==> src/rtl/cpu_types_pkg.sv <==
// Shared CPU pipeline types: control FSM state encoding and counter width default.
// Latency: n/a (types and constants only).
// Backpressure: n/a.
package cpu_types_pkg;

  // Pipeline control FSM states
  typedef enum logic [1:0] {
    RUN     = 2'd0,
    LUSTALL = 2'd1,
    HALT    = 2'd2
  } ctrl_state_t;

  // Default width of the performance counters
  localparam int CNT_W_DEF = 16;

  // Bubble counter preload on load-use entry: one bubble needs no extra
  // cycle, two bubbles need one more cycle after the entry cycle.
  function automatic logic [1:0] lu_preload(input logic [1:0] stall_req);
    return (stall_req == 2'd1) ? 2'd0 : 2'd1;
  endfunction

endpackage

==> src/rtl/sat_counter.sv <==
// Saturating up-counter with synchronous clear; sticks at all-ones.
// Latency: count updates on the rising edge after inc is sampled.
// Backpressure: none; inc is ignored once saturated.
module sat_counter #(
  parameter int W = 16
) (
  input  logic         clk,
  input  logic         rst,
  input  logic         clear,
  input  logic         inc,
  output logic [W-1:0] count
);

  // Count up on inc, hold at all-ones instead of wrapping
  always_ff @(posedge clk or posedge rst) begin
    if (rst) begin
      count <= '0;
    end else if (clear) begin
      count <= '0;
    end else if (inc && (count != {W{1'b1}})) begin
      count <= count + 1'b1;
    end
  end

endmodule

==> src/rtl/pipeline_ctrl.sv <==
// Pipeline latch enable/flush sequencer: load-use bubbles, cache-miss freeze, branch/jump flush, sticky halt.
// Latency: controls are combinational (Mealy) from state and inputs; state/halted/counters update next edge.
// Backpressure: a pending data miss freezes PC..EX/MEM and drains a bubble into MEM/WB until dhit.
module pipeline_ctrl
  import cpu_types_pkg::*;
#(
  parameter int CNT_W = CNT_W_DEF
) (
  input  logic             CLK,
  input  logic             RST,
  input  logic [1:0]       StallLW,
  input  logic             ihit,
  input  logic             dhit,
  input  logic             EXMEM_dREN,
  input  logic             EXMEM_dWEN,
  input  logic             branch_taken,
  input  logic             jump,
  input  logic             MEMWB_halt,
  output logic             PC_en,
  output logic             IFID_en,
  output logic             IDEX_en,
  output logic             EXMEM_en,
  output logic             MEMWB_en,
  output logic             IFID_flush,
  output logic             IDEX_flush,
  output logic             EXMEM_flush,
  output logic             MEMWB_flush,
  output logic             halted,
  output logic [CNT_W-1:0] stall_cycles,
  output logic [CNT_W-1:0] flush_count
);

  ctrl_state_t state, state_n;
  logic [1:0]  lu_cnt, lu_n;
  logic [1:0]  lu_eff;
  logic        mem_wait;
  logic        flush_inc;
  logic        stall_inc;

  assign mem_wait = (EXMEM_dREN | EXMEM_dWEN) & ~dhit;

  // The halt flag is exactly "FSM sits in HALT", so it is registered via state
  assign halted = (state == HALT);

  // State and bubble counter registers
  always_ff @(posedge CLK or posedge RST) begin
    if (RST) begin
      state  <= RUN;
      lu_cnt <= 2'd0;
    end else begin
      state  <= state_n;
      lu_cnt <= lu_n;
    end
  end

  // Prioritised next-state and latch control decode
  always_comb begin
    state_n     = state;
    lu_n        = lu_cnt;
    lu_eff      = lu_cnt;
    flush_inc   = 1'b0;
    PC_en       = 1'b1;
    IFID_en     = 1'b1;
    IDEX_en     = 1'b1;
    EXMEM_en    = 1'b1;
    MEMWB_en    = 1'b1;
    IFID_flush  = 1'b0;
    IDEX_flush  = 1'b0;
    EXMEM_flush = 1'b0;
    MEMWB_flush = 1'b0;

    if (RST) begin
      // Hold every latch while reset is asserted
      PC_en    = 1'b0;
      IFID_en  = 1'b0;
      IDEX_en  = 1'b0;
      EXMEM_en = 1'b0;
      MEMWB_en = 1'b0;
    end else if (state == HALT) begin
      PC_en    = 1'b0;
      IFID_en  = 1'b0;
      IDEX_en  = 1'b0;
      EXMEM_en = 1'b0;
      MEMWB_en = 1'b0;
    end else if (MEMWB_halt) begin
      // Halt retires normally this cycle; everything stops from the next one
      state_n = HALT;
    end else if (mem_wait) begin
      // Freeze the front of the pipe, push a bubble past the stalled MEM stage
      PC_en       = 1'b0;
      IFID_en     = 1'b0;
      IDEX_en     = 1'b0;
      EXMEM_en    = 1'b0;
      MEMWB_flush = 1'b1;
    end else if (branch_taken) begin
      // Squash the two younger instructions; redirect wins over any bubble sequence
      IFID_flush = 1'b1;
      IDEX_flush = 1'b1;
      state_n    = RUN;
      lu_n       = 2'd0;
      flush_inc  = 1'b1;
    end else if ((state == LUSTALL) || (StallLW != 2'd0)) begin
      // Load-use bubble: hold PC and IF/ID, inject a bubble into ID/EX.
      // The entry cycle is itself the first bubble.
      PC_en      = 1'b0;
      IFID_en    = 1'b0;
      IDEX_flush = 1'b1;
      if (state == RUN) begin
        lu_eff = lu_preload(StallLW);
      end
      if (lu_eff == 2'd0) begin
        state_n = RUN;
        lu_n    = 2'd0;
      end else begin
        state_n = LUSTALL;
        lu_n    = lu_eff - 2'd1;
      end
    end else if (jump) begin
      IFID_flush = 1'b1;
      flush_inc  = 1'b1;
    end else if (!ihit) begin
      PC_en      = 1'b0;
      IFID_flush = 1'b1;
    end
  end

  // A stalled cycle is any live (non-halted, non-reset) cycle that holds the PC
  assign stall_inc = ~RST & (state != HALT) & ~PC_en;

  sat_counter #(.W(CNT_W)) u_stall_cnt (
    .clk   (CLK),
    .rst   (RST),
    .clear (1'b0),
    .inc   (stall_inc),
    .count (stall_cycles)
  );

  sat_counter #(.W(CNT_W)) u_flush_cnt (
    .clk   (CLK),
    .rst   (RST),
    .clear (1'b0),
    .inc   (flush_inc),
    .count (flush_count)
  );

endmodule

==> config.mk <==
export PLATFORM = sky130hd
export DESIGN_NAME = pipeline_ctrl
export DESIGN_NICKNAME = d
export VERILOG_FILES = /design/src/rtl/cpu_types_pkg.sv /design/src/rtl/sat_counter.sv /design/src/rtl/pipeline_ctrl.sv
export SDC_FILE = /design/constraint.sdc
export NUM_CORES = 1
export LEC_CHECK = 0
export BUFFER_PORTS_ARGS = -buffer_cell sky130_fd_sc_hd__buf_4
export CORE_ASPECT_RATIO = 1.2
export CORE_MARGIN = 1.5
export CORE_UTILIZATION = 50
export CTS_CLUSTER_DIAMETER = 150
export DETAILED_ROUTE_END_ITERATION = 10
export GPL_TIMING_DRIVEN = 1
export PLACE_DENSITY = 0.73
export SETUP_SLACK_MARGIN = 0.2
export SYNTH_ARGS = -nofsm -noshare
export SYNTH_HDL_FRONTEND = slang
export SYNTH_SLANG_ARGS = --single-unit
==> constraint.sdc <==
create_clock -name CLK -period 3.6 [get_ports CLK]
set_input_delay 0.36 -clock CLK [delete_from_list [all_inputs] [get_ports CLK]]
set_output_delay 0.36 -clock CLK [all_outputs]
set_load 0.01 [all_outputs]
-- Word level (Yosys, flattened, before mapping)
Cells that the tools add are included.
- reduce and logical (&&, ||, !) cells: 10
- magnitude comparators: 0
- div/mod/pow operators: 0
- multiplexer cells: 61
- equal/unequal tests: 7
- bitwise operators: 10
- multiply operators: 0
- shift operators: 0
- add/subtract/negate cells: 3
- operator list (cell ; count):
    1-bit 2-to-1 mux ; 47
    16-bit by 1-bit adder with 16-bit output, second input constant ; 2
    16-bit != test, second input constant ; 2
    2-bit 2-to-1 mux ; 14
    1-bit inverter ; 6
    5-bit AND reduction ; 1
    2-bit by 1-bit == test with 1-bit output, second input constant ; 2
    2-bit zero test ; 2
    2-bit != test, second input constant ; 2
    4-bit AND reduction ; 1
    2-bit nonzero test ; 2
    1-bit bitwise AND ; 3
    3-bit nonzero test ; 1
    2-bit == test, second input constant ; 1
    1-bit logical AND ; 2
    2-bit by 1-bit subtractor with 2-bit output, second input constant ; 1
    1-bit logical OR ; 1
    1-bit OR ; 1
- memories kept: 0
- input port bits: 11
- bits in read-only memories: 0
- register bits after elaboration: 36
- bits in latches: 0
- word-level logic and storage cells: 95
- memory bits (writable): 0
- output and inout port bits: 42

-- Logic depth before layout (Yosys ltp)
- depth in word-level cells: 15
- depth in mapped cells: 7
- gate-level depth less buffers: 6

-- By module
From an unflattened synthesis, not the netlist that was laid out.
- cell total of the unflattened synthesis: 251
- area total of the unflattened synthesis: 2237.1 um2
- by module, submodules not included (module ; times used ; sequential area each (um2) ; area each (um2) ; cells each):
    sat_counter at u_flush_cnt ; 1 ; 400.4 ; 932.1 ; 101
    sat_counter at u_stall_cnt ; 1 ; 400.4 ; 922.1 ; 101
    pipeline_ctrl ; 1 ; 100.1 ; 382.9 ; 49

-- Least setup slack after synthesis
OpenSTA, ideal clock, no wires.
- path kind: reg-to-output
- start point: reg state[1]
- end point: out IDEX_en
- setup slack: 1.916 ns
- buffers on the path: 1
- arrival time: 1.324 ns
- required time: 3.240 ns
- cell stages (with the launch flop): 6
- cell sequence: dfrtp_1 nor2b_2 nor2_1 o21ai_0 inv_1 buf_4
- longest elaborated chain between the ends: 3
- RTL lines (element ; line ; RTL):
    start, declared ; pipeline_ctrl.sv:33 ; ctrl_state_t state, state_n;
    start signal, assigned ; pipeline_ctrl.sv:51 ; state <= state_n;
    2-bit == test ; - ;
    via halted ; pipeline_ctrl.sv:28 ; output logic halted,
    1-bit 2-to-1 mux ; pipeline_ctrl.sv:79 ; end else if (state == HALT) begin
    1-bit 2-to-1 mux ; pipeline_ctrl.sv:72 ; if (RST) begin
    end, declared ; pipeline_ctrl.sv:21 ; output logic IDEX_en,
The timed path passes the listed nets, and every way through them passes these cells.

-- Worst setup path in the final report
- start point: reg state[0]
- end point: out IFID_flush
- longest elaborated chain between the ends: 8
- elaborated cells between the ends (all ways): 9
- those cells by class: eq/ne: 2; mux: 6; reduce/logical: 1
- RTL lines (element ; line ; RTL):
    2-bit by 1-bit == test with 1-bit output ; pipeline_ctrl.sv:102 ; end else if ((state == LUSTALL) || (StallLW != 2'd0)) begin
    1-bit logical OR ; pipeline_ctrl.sv:102 ;
    1-bit 2-to-1 mux ; pipeline_ctrl.sv:102 ;
    1-bit 2-to-1 mux ; pipeline_ctrl.sv:95 ; end else if (branch_taken) begin
    1-bit 2-to-1 mux ; pipeline_ctrl.sv:88 ; end else if (mem_wait) begin
    1-bit 2-to-1 mux ; pipeline_ctrl.sv:85 ; end else if (MEMWB_halt) begin
    1-bit 2-to-1 mux (*) ; pipeline_ctrl.sv:79 ;
    1-bit 2-to-1 mux (*) ; pipeline_ctrl.sv:72 ;
    end, declared ; pipeline_ctrl.sv:24 ; output logic IFID_flush,
Every way passes the cells marked *; elsewhere a longest branch is shown, timed or not.

==> reports/results.env <==
SYNTH-WARNING-COUNT=0
RSZ0062_AT_GRT='false'
START_UTIL_PCT=52.04
RUN_STATUS='finished clean'
REG2REG_SETUP_SLACK_NS=1.61
ASYNC_FLOP_SHARE_PCT=100.0
GRT_PASS1_VIAS=1637
STARTING_DRC_COUNT_IN_DETAILED_ROUTING=45
CRITICAL_PATH.SLOWEST_CELL='sky130_fd_sc_hd__dfrtp_1'
WORST_IR_DROP_VDD_uV=351.1
CRITICAL_PATH_TYPE='register to output pin'
SYNTH.LIB_CELLS_USED.DISTINCT=52
SYNTH.MOST_COMMON_CELL='sky130_fd_sc_hd__dfrtp_1'
RR_ENDPOINT='u_flush_cnt.count[1]$_DFFE_PP0P_'
CLK_PATH_BUF_DEPTH=2
DRC=0
CLOCK_TREE.ROOT_CELL='sky130_fd_sc_hd__clkbuf_8'
PLACEMENT.IO_BUFFERS=51
SYN_TO_FINAL_GROWTH_PCT=24.27
DESIGN.FINAL.NETS=262
TOTAL_SWITCHING_POWER_W=0.0004472
CLOCK_TREE_FROM_TRITONCTS='built'
FLOORPLAN.DIE_AREA_UM2=4810
POWER.LEAKAGE_nW=1.304
FINAL.MIN_CLOCK_PERIOD_NS=2.141
CLOCK_SKEW_NS=0.004334
CLOCK_SINK_COUNT=36
CLOCK_LATENCY_NS=0.29
PWR-SHARE-SEQ_PCT=43.5
FIN_CRIT_SH_PCT=59.48
POSTCTS_SETUP_BUFS=0
FILLCELLCOUNT=362
WL_PER_CELL_UM=14.02
POWER.COMBINATIONAL.FRACTION_PCT=29.8
GRT_MAX_DEGREE=37
TYPE_OF_THE_TIGHTEST_MIN_DELAY_CHECK='input port to async pin'
SYNTH_TOP_FLOP_CELL='sky130_fd_sc_hd__dfrtp_1'
TIMING.FINAL.HOLD_VIOLATIONS=0
DPL.CELL_COUNT=298
DIE_HEIGHT_UM=75.68
CORE.ROWCOUNT=26
DP.FINAL_HPWL_MM=3.244
CRITPATHMAXFANOUT=6
CORE_REGION_AREA_UM2=4229
I_O_PIN_TOTAL=53
R2R.WORST_PATH.CELLS=5
MAXCAPVIOLATIONS=0
STARTPOINT_KIND_OF_THE_WORST_SETUP_TIMING_PATH='register'
TRITONCTS.NUM_BUFFERS=5
FMAX_MHz=467.0
POWER.SHARE.CLOCK_PCT=26.7
SETUP_TOTAL_NEGATIVE_SLACK_NS=0
HOLD_BUFFER_COUNT_AT_CTS=0
GRT_FIRST_PASS_WIRELENGTH_MM=7.410
WORSTREG2REGSTART='u_flush_cnt.count[0]$_DFFE_PP0P_'
PLACE_CONGESTION=0.8455
SYN_INST=194
CHIPWIDTH_UM=63.57
YS_FF_LATCH=36
SEQUENTIAL_CELL_AREA_UM2=900.9
FINAL_ANTENNA_NET_COUNT=0
SYNTH.TOP_CELL.AREA_SHARE_PCT=40.93
NUMBER_OF_SYNTHESIZED_FLOPS_WITH_AN_ENABLE_PIN=0
DRIVE_GT1_SHARE_PCT=40.40
FIN_HOLD_WS_NS=0.2116
OVERFLOW=0
SYNTH.TOP_CELLS.BY_COUNT='sky130_fd_sc_hd__dfrtp_1 (36), sky130_fd_sc_hd__nor2_1 (14), sky130_fd_sc_hd__xnor2_1 (13), sky130_fd_sc_hd__xor2_1 (13), sky130_fd_sc_hd__inv_1 (10)'
ROUTED-VIA-COUNT=1616
CRITPATHMAXSTAGEDELAY_NS=0.45
SLEW-LIMIT-HEADROOM_PCT=54.18
SYNTH_FP_NETS=207
CTS.REPORTEDPATHS.CLKPINSLEW_NS=0.07
POST_SYNTH.CELL_AREA_AVG_UM2=11.34
ARRIVAL_NS=1.78
CRITPATHCAPTURETYPE='output pin'
SETUP_VIOL_COUNT_FINAL=0
SYNTH_TOP_CELLS_BY_AREA='sky130_fd_sc_hd__dfrtp_1 (41%), sky130_fd_sc_hd__xnor2_1 (5.2%), sky130_fd_sc_hd__xor2_1 (5.2%)'
GRT_USE_TOTAL_PCT=19.99
DRTPASS1ITERATIONS=4
HTREE_LEVELS=2
TIMING.FINAL.MAX_SLEW_VIOLATIONS=0
SYNTH.CELL_AREA_UM2=2201
POWER.SWITCHING_FRACTION_PCT=34.17
LAYOUT.CELLS.NON_FILLER=306
WORST-SLEW-PIN-TRANSITION_NS=0.6850
SYNTH_SEQUENTIAL_AREA_RATIO_PCT=40.93
ROUTED_WIRELENGTH_MM=4.290
WORSTPATHREQUIRED_NS=3.24
N_ANTENNA_CELL=0
POWER.DENSITY_CELL_AREA_nW_PER_UM2=478.5
ROUTE.DETAILED.VIAS_PER_INST=5.281
SYNTH_AREA_LEADER='sky130_fd_sc_hd__dfrtp_1'
POWER_REPORT.INTERNAL_TOTAL_W=0.0008616
MULTI_INPUT_COMB_AREA_UM2=1229
CRITICAL_PATH.CELL_CHAIN='nor2b_1 > nor3_1 > o21ai_0 > a21oi_1 > buf_4'
GRT_ANTENNA_BEFORE_REPAIR=0
CTS_RESIZED=0
-- worst max path at each step --
| stage | from | end | slack, ns | depth (start not counted) |
|---|---|---|---|---|
| after global routing | state[0]$_DFFE_PP0P_ | IFID_flush | 1.33 | 5 |
| after floorplan | state[1]$_DFFE_PP0P_ | IDEX_en | 1.92 | 5 |
| after CTS | state[0]$_DFFE_PP0P_ | IFID_flush | 1.49 | 5 |
| after global placement | EXMEM_dWEN | u_flush_cnt.count[1]$_DFFE_PP0P_ | 1.64 | 5 |
| after detailed placement | EXMEM_dWEN | u_flush_cnt.count[1]$_DFFE_PP0P_ | 1.58 | 5 |
| final | state[0]$_DFFE_PP0P_ | IFID_flush | 1.46 | 5 |
-- power groups by stage --
stage                     Combinational [W]  Clock (W)  Sequential, W
final                              0.000390   0.000350       0.000570
after global routing               0.000432   0.000377       0.000583
after CTS                          0.000396   0.000364       0.000572
after detailed placement           0.000394          0       0.000579
after global placement             0.000391          0       0.000577
after floorplan                    0.000221          0       0.000586
-- registers in the layout, indices dropped and copies added, names as in the netlist --
name,cells
u_flush_cnt.count,16
state,2
u_stall_cnt.count,16
lu_cnt,2
-- layer usage --
layer | track usage [%] | up-vias | part of all wire [%]
li1 | - | 798 | -
met1 | 23.71 | 775 | 43
met2 | 36.02 | 36 | 51
met3 | 3.840 | 7 | 3.8
met4 | 8.454 | 0 | 1.5
met5 | 0 | - | 0
-- worst max-delay path: cells and delay by family, from the launching register on --
kind	cells	cell delay [ns]
AOI/OAI and AO/OA	2	0.38
buffers and inverters	1	0.15
DFF	1	0.45
and+or+nand+nor	2	0.51
-- cells in the final DEF, fill, tap and decap left out, types with 3 or more instances in the layout --
cell type                   n
sky130_fd_sc_hd__buf_4     52
sky130_fd_sc_hd__dfrtp_1   36
sky130_fd_sc_hd__nor2_1    14
sky130_fd_sc_hd__xor2_1    13
sky130_fd_sc_hd__xnor2_1   13
sky130_fd_sc_hd__inv_1     10
sky130_fd_sc_hd__nand2_1    9
sky130_fd_sc_hd__nand3_1    7
sky130_fd_sc_hd__nand4_1    7
sky130_fd_sc_hd__nand3_2    6
sky130_fd_sc_hd__nor3_1     5
sky130_fd_sc_hd__nor3_2     5
sky130_fd_sc_hd__o21ai_0    5
sky130_fd_sc_hd__clkbuf_8   5
sky130_fd_sc_hd__and3_1     4
sky130_fd_sc_hd__a31oi_1    3
sky130_fd_sc_hd__nand2b_1   3
sky130_fd_sc_hd__nor4_4     3
sky130_fd_sc_hd__nand4_4    3
sky130_fd_sc_hd__a21oi_1    3
-- logic make-up after synthesis --
family | synth area share [%]
AOI/OAI and AO/OA | 10.40
xor gates and xnor gates | 11.09
adders and majority gates | 1.137
buffers and inverters | 3.241
DFF | 40.93
muxes | 2.046
other | 0.1704
and+or+nand+nor | 30.98
-- per-stage QoR --
stage               power (W)  setup WS [ns]  instance area, um2  utilization, %
floorplan           0.0008065          1.916                2201               -
global placement    0.0009676          1.639                2628           62.13
detailed placement  0.0009731          1.583                2628           62.13
CTS                  0.001332          1.487                2735           64.67
global route         0.001393          1.329                2735           64.67
finish               0.001309          1.459                2735           64.67
-- layout make-up --
cell class,instances,share of cell area [%]
clock buffer,6,2.653
timing repair buffer,52,14.27
inverter,10,1.372
tap,56,2.562
sequential,36,32.94
multi-input combinational,144,44.92
clock inverter,2,1.281
Power figures use the tool's default switching activity.
